==> config.mk <==
export PLATFORM = sky130hd
export DESIGN_NAME = seg_display_ctrl
export DESIGN_NICKNAME = d
export VERILOG_FILES = /design/src/rtl/seg_display_ctrl.sv
export SDC_FILE = /design/constraint.sdc
export NUM_CORES = 1
export LEC_CHECK = 0
export ABC_AREA = 1
export ABC_CLOCK_PERIOD_IN_PS = 2400
export BUFFER_PORTS_ARGS = -buffer_cell sky130_fd_sc_hd__buf_4
export CORE_MARGIN = 2
export CORE_UTILIZATION = 56
export CTS_BUF_LIST = sky130_fd_sc_hd__clkbuf_8
export DETAILED_ROUTE_END_ITERATION = 16
export PLACE_DENSITY = 0.78
export SYNTH_ARGS = -nofsm -noshare
export SYNTH_HDL_FRONTEND = slang
export SYNTH_SLANG_ARGS = --single-unit
export TNS_END_PERCENT = 5
==> constraint.sdc <==
create_clock -name clk -period 2.4 [get_ports clk]
set_input_delay 0.36 -clock clk [delete_from_list [all_inputs] [get_ports clk]]
set_output_delay 0.36 -clock clk [all_outputs]
set_load 0.02 [all_outputs]
==> src/rtl/seg_display_ctrl.sv <==
// Eight-digit hex display controller: debounced mode/address buttons,
// syscall capture, instruction counter. Optional decimal point: SEG_DISPLAY_DP_EN.
module seg_display_ctrl #(
  parameter logic [15:0] SCAN_DIV  = 16'd50000,
  parameter logic [19:0] DB_CYCLES = 20'd1000000
) (
  input  logic        clk,
  input  logic        rst,
  input  logic        disp_btn,
  input  logic        addr_btn,
  input  logic        sys_valid,
  input  logic [31:0] sys_data,
  output logic        sys_ack,
  input  logic [31:0] pc_in,
  input  logic        cpu_step,
  output logic [11:0] dm_rd_addr,
  input  logic [31:0] dm_rd_data,
  output logic [7:0]  seg,
  output logic [7:0]  an,
  output logic [3:0]  dmaddr_light
);

  logic [1:0]  s1_q, s2_q, db_q;
  logic [19:0] dbc_q [2];
  logic [1:0]  press;
  logic [1:0]  mode_q;
  logic [3:0]  idx_q;
  logic        ack_q;
  logic [31:0] sysreg_q;
  logic [31:0] icnt_q;
  logic [15:0] pre_q, pre_d;
  logic [2:0]  dig_q, dig_d;
  logic [31:0] shown_q, shown_d;
  logic [7:0]  seg_q, seg_d;
  logic [7:0]  an_q, an_d;
  logic [31:0] src;
  logic        tick;
  logic        dp;
  logic [3:0]  nib;

  function automatic logic [6:0] hex7(input logic [3:0] v);
    unique case (v)
      4'h0: hex7 = 7'h40;
      4'h1: hex7 = 7'h79;
      4'h2: hex7 = 7'h24;
      4'h3: hex7 = 7'h30;
      4'h4: hex7 = 7'h19;
      4'h5: hex7 = 7'h12;
      4'h6: hex7 = 7'h02;
      4'h7: hex7 = 7'h78;
      4'h8: hex7 = 7'h00;
      4'h9: hex7 = 7'h10;
      4'hA: hex7 = 7'h08;
      4'hB: hex7 = 7'h03;
      4'hC: hex7 = 7'h46;
      4'hD: hex7 = 7'h21;
      4'hE: hex7 = 7'h06;
      default: hex7 = 7'h0E;
    endcase
  endfunction

  // A press fires on the cycle the debounced level flips 0->1
  always_comb begin
    press = '0;
    for (int i = 0; i < 2; i++) begin
      press[i] = s2_q[i] & ~db_q[i]
               & (dbc_q[i] == DB_CYCLES - 20'd1);
    end
  end

  always_ff @(posedge clk or negedge rst) begin
    if (!rst) begin
      s1_q <= '0;
      s2_q <= '0;
      db_q <= '0;
      for (int i = 0; i < 2; i++) dbc_q[i] <= '0;
    end else begin
      s1_q <= {addr_btn, disp_btn};
      s2_q <= s1_q;
      for (int i = 0; i < 2; i++) begin
        if (s2_q[i] == db_q[i]) begin
          dbc_q[i] <= '0;
        end else if (dbc_q[i] == DB_CYCLES - 20'd1) begin
          dbc_q[i] <= '0;
          db_q[i]  <= s2_q[i];
        end else begin
          dbc_q[i] <= dbc_q[i] + 20'd1;
        end
      end
    end
  end

  always_ff @(posedge clk or negedge rst) begin
    if (!rst) begin
      mode_q   <= '0;
      idx_q    <= '0;
      ack_q    <= 1'b0;
      sysreg_q <= '0;
      icnt_q   <= '0;
    end else begin
      if (press[0]) mode_q <= mode_q + 2'd1;
      if (press[1]) idx_q <= idx_q + 4'd1;
      if (cpu_step) icnt_q <= icnt_q + 32'd1;
      if (sys_valid && !ack_q) begin
        sysreg_q <= sys_data;
        ack_q    <= 1'b1;
      end else begin
        ack_q <= 1'b0;
      end
    end
  end

  always_comb begin
    unique case (mode_q)
      2'd0: src = sysreg_q;
      2'd1: src = pc_in;
      2'd2: src = dm_rd_data;
      default: src = icnt_q;
    endcase
  end

  assign tick = (pre_q == SCAN_DIV - 16'd1);
  assign nib  = shown_q[{dig_q, 2'b00} +: 4];

`ifdef SEG_DISPLAY_DP_EN
  assign dp = (dig_q != {1'b0, mode_q});
`else
  assign dp = 1'b1;
`endif

  // Digit dig_q is driven on its tick; shown reloads as digit 7 goes out
  always_comb begin
    pre_d   = pre_q + 16'd1;
    dig_d   = dig_q;
    shown_d = shown_q;
    seg_d   = seg_q;
    an_d    = an_q;
    if (tick) begin
      pre_d = '0;
      dig_d = dig_q + 3'd1;
      an_d  = ~(8'd1 << dig_q);
      seg_d = {dp, hex7(nib)};
      if (dig_q == 3'd7) shown_d = src;
    end
  end

  always_ff @(posedge clk or negedge rst) begin
    if (!rst) begin
      pre_q   <= '0;
      dig_q   <= '0;
      shown_q <= '0;
      seg_q   <= 8'hFF;
      an_q    <= 8'hFF;
    end else begin
      pre_q   <= pre_d;
      dig_q   <= dig_d;
      shown_q <= shown_d;
      seg_q   <= seg_d;
      an_q    <= an_d;
    end
  end

  assign sys_ack      = ack_q;
  assign seg          = seg_q;
  assign an           = an_q;
  assign dmaddr_light = idx_q;
  assign dm_rd_addr   = {6'b0, idx_q, 2'b00};

endmodule

# Yosys cells after proc, flatten, opt, wreduce, memory -nomap -nowiden
# Memory sizes are Yosys's and may differ from the RTL's. A register that Yosys moved wholly into a read port is not among the register bits.
# Cells that the tools add are included.
# op_classes
mux,7
n_reduce_logical,7
n_eq_ne,8
bitwise,9
addsub,7
shift,2
# op_table
op,n
$pmux 32 s3,1
$mux 20,4
$add 20x1->20 const B,2
$eq 20x20->1 const B,2
$add 32x1->32 const B,1
$shiftx 32x6->4,1
$add 16x1->16 const B,1
$eq 16x16->1 const B,1
$mux 16,1
$not 8->8,1
$shl 1x3->8 const A,1
$reduce_and 2->1,3
$add 4x1->4 const B,1
$and 1x1->1,4
$not 1->1,4
$add 3x1->3 const B,1
$eq 3x3->1 const B,1
$add 2x1->2 const B,1
$eq 1x1->1,2
$eq 2x1->1 const B,1
$eq 2x2->1 const B,1
$logic_not 1->1,2
$logic_not 2->1,1
$logic_and 1x1->1,1
$mux 1,1
# word_totals
word_cells,56
rom_bits,112
in_bits,102
mem_count,1
output_inout_bits,33
reg_bits,176
# mem_list
name,depth,word_bits,read_ports,rd_ports_with_merged_regs,wr,line_no,text
(name not given),16,7,1,1,0,42,unique case (v)

# Depth between registers and ports, before layout
# depth
depth_word,3
depth_mapped,15
ltp_nobuf,14

# Worst setup path after synthesis
# OpenSTA, ideal clock, no wires.
# synth_path
kind,reg2reg
start,register dig_q[1]
end,"register seg_q[3], in the netlist seg[3]"
synth_period_minus_slack_ns,1.902
arrival_time_ns,1.842
required_ns,2.340
setup_slack_ns,0.498
setup_time_ns,0.060
path_stages_with_launch,14
n_path_buf,2
cell_sequence,dfrtp_1 -> buf_4 -> inv_1 -> buf_4 -> nor2_1 -> o21ai_0 -> nand2_1 -> o21ai_0 -> ha_1 -> nand3_1 -> nand3_1 -> nand2_1 -> nand2_1 -> nand2_1
# synth_via
elab_chain_len,1
# synth_rtl
element,line_no,text
from (decl),32,"logic [2:0] dig_q, dig_d;"
from (signal assigned),156,dig_q <= dig_d;
$shiftx 32x6->4,123,"assign nib = shown_q[{dig_q, 2'b00} +: 4];"
to (decl),34,"logic [7:0] seg_q, seg_d;"
# Every way passes these cells.
# A chain may end at the register's enable or synchronous reset.

# Worst setup path after layout
# layout_path
start,register dig_q[0]
end,"register seg_q[0], in the netlist seg[0]"
# The elaborated chain is that of the path after synthesis.

==> results.yml <==
status:
  outcome: "finished, final reports clean"
routing:
  ant_nets: 0
  via_count: 8868
  dr.pass1.iters: 5
  drc: 0
  via_per_inst: 5.32
  wl_um: 25000
  drtIter0Drc: 576
  routedWlPerCell_um: 15.0
yosys:
  async_reset_ff_share_pct: 100
  synth_edf_count: 0
  seq_area_frac_synth_pct: 46.1
  yosysWarnings: 0
  yosysTopAreaCell: "dfrtp_1"
  synthCells: 1303
  syn_area_um2: 9980
  syn_avg_cell_area_um2: 7.66
  yosysUniqueCellTypes: 40
  ys.flop_type: "dfrtp_1"
  ys_ff_latch: 183
  ys_top_cells_by_area: "dfrtp_1 42%, nand2_1 16%, nor2_1 5.2%, inv_1 5.1%, dfstp_2 3.9%"
  synth_top_area_share_pct: 42.1
place:
  dpl.hpwl_um: 18800
  dp.cells: 1625
  io_buffers: 125
  place_area_um2: 11100
  gp_congestion: 0.922
global_route:
  grt_pass1_wl_um: 40600
  gr-total-overflow: 0
  grt_max_degree: 57
  antenna_found_initial: 1
  grt_usage_pct: 27.8
  grt_pass1_vias: 8247
timing:
  hold_violations: 0
  worstMarginPinSlew_ns: 0.640
  fin_crit_ns: 2.10
  setup_viol: 0
  max-slew-margin-rel_pct: 57.3
  fin_crit_sh_pct: 87.4
  finalMaxSlewViolations: 0
  rsz0062_at_grt: "false"
  max_freq_mhz: 477
  clock-skew-final_ns: 0.0128
worst_setup_path:
  crit_top_cell: "nand2_1"
  cp-start-kind: "register"
  crit_required_ns: 2.82
  endpoint_kind: "register"
  crit_slowest_cell: "dfrtp_2"
  crit_type: "register to register"
  max_stage_delay_ns: 0.56
  crit_fanout: 16
  crit_chain: "clkinvlp_4 > buf_2 > buf_4 > nand2_1 > nand3_1 > nand3_1 > nand2_2 > nand2_1 > nand3_1 > nand2_1 > nand2_1 > nand2_1"
  cp.arrival_ns: 2.52
floorplanning:
  coreArea_um2: 17400
  die_area_um2: 18900
  die_h_um: 138
  die_width_um: 138
  initial_core_util_pct: 57.5
  pin_count: 135
  rows: 48
power:
  finalPower_mw: 6.11
  ir_drop_mv: 0.358
  p_leak_nw: 5.65
  powerDensity_nw_per_um2: 527
layout:
  finalInstanceArea_um2: 11600
  layout-drive-gt1-share_pct: 15.4
  fin_nets: 1552
  instances_no_fill: 1666
  antennaDiodeCount: 0
  area_growth_pct: 16.2
  fin_util_pct: 66.8
clock_network:
  clock_latency_ns: 0.48
  cts_buffer_depth: 2
  cts.sinks: 183
  numCtsBuffers: 17
  cts_tree: "yes"
  cts_root_buf: "clkbuf_8"
  clk_pin_slew_ns: 0.10
  htree_levels: 4
flow_run:
  maxCapViolCount: 0
worst_hold_path:
  hp-class: "input port to register"
## power breakdown
group	internal (mW)	leakage (nW)	total, mW	switching (mW)
Combinational	0.281	3.29	0.685	0.404
Sequential	3.23	2.18	3.35	0.126
Clock	0.873	0.181	2.08	1.20
## routing by layer
metal / global-route usage, % / vias to the layer above / routed length, µm
met2: 44.1 / 279 / 11800
met4: 8.48 / 2 / 412
li1: - / 4396 / -
met1: 38.0 / 4156 / 11300
met5: 0 / - / 10
met3: 6.36 / 35 / 1470
## cell usage in the layout, fill, tap and decap left out, types with 21 or more instances in the layout
master / netlist / layout
nand3_1: 72 / 72
inv_1: 135 / 134
nor2_1: 138 / 137
o21ai_0: 34 / 33
nor3_1: 40 / 40
nand4_1: 21 / 21
a32oi_1: 26 / 26
nand2_1: 416 / 416
ha_1: 22 / 21
o21ai_1: 21 / 22
buf_4: 20 / 143
dfrtp_1: 168 / 167
xor2_1: 44 / 44
a21oi_1: 42 / 42
## Yosys cell counts, types with 22 or more instances
library cell  instances
a32oi_1              26
nor2_1              138
xor2_1               44
inv_1               135
dfrtp_1             168
o21ai_0              34
nand2_1             416
a21oi_1              42
ha_1                 22
nor3_1               40
nand3_1              72
## critical path, delay by kind of cell (launching register included)
family / cells / cell delay [ns]
simple gates: 9 / 0.92
flops: 1 / 0.56
buf+inv: 3 / 0.57
## sequential cells by signal (all words and copies together) (netlist names)
signal	cells
pre_q	16
mode_q	2
db_q	2
sysreg_q	32
shown_q	32
s1_q	2
dmaddr_light	4
sys_ack	1
an	8
dig_q	3
s2_q	2
dbc_q	40
icnt_q	32
seg	7
## worst paths after layout
path,cells past startpoint,endpoint,slack (ns),from
worst max register to register,12,seg[0]$_DFFE_PN1N_,0.30,dig_q[0]$_DFFE_PN0N_
min in group asynchronous,2,dmaddr_light[3]$_DFFE_PN0P_,0.36,rst
worst max-delay path,12,seg[0]$_DFFE_PN1N_,0.30,dig_q[0]$_DFFE_PN0N_
worst min register to register,0,s2_q[0]$_DFF_PN0_,0.36,s1_q[0]$_DFF_PN0_
max in group asynchronous,3,icnt_q[24]$_DFFE_PN0P_,1.28,rst
worst min-delay path,3,sysreg_q[4]$_DFFE_PN0P_,0.07,sys_data[4]
## cells by family after synthesis
group	share of synthesized area, %
compound gates	8.28
xor+xnor	4.39
fa+ha+maj	2.76
buf+inv	8.12
flops	46.1
other cells	0.0752
simple gates	30.3
## layout make-up
type,instances,area (µm²)
clock inverter,14,140
timing repair buffer,152,1200
fill,1540,5760
multi-input combinational,936,4610
inverter,138,523
tap,225,282
clock buffer,18,248
sequential,183,4600
## metrics by stage
step,worst slack [ns],hold slack (ns),TNS [ns]
after floorplan,0.498,0.0644,0
after global placement,0.0812,0.316,0
after detailed placement,-0.0159,0.315,-0.0262
after CTS,0.153,0.0503,0
after global routing,0.0449,0.0600,0
final,0.302,0.0726,0
## timing repair
item | 4_1_cts | 5_1_grt
hold endpoints to repair | 44 | 0
setup endpoints to repair | 3 | 6
gates resized for setup | 1 | 2
buffers inserted | 0 | 6
hold buffers | 3 | 0
pin swaps | 0 | 0
No activity file was read; power rests on OpenSTA's default activity.
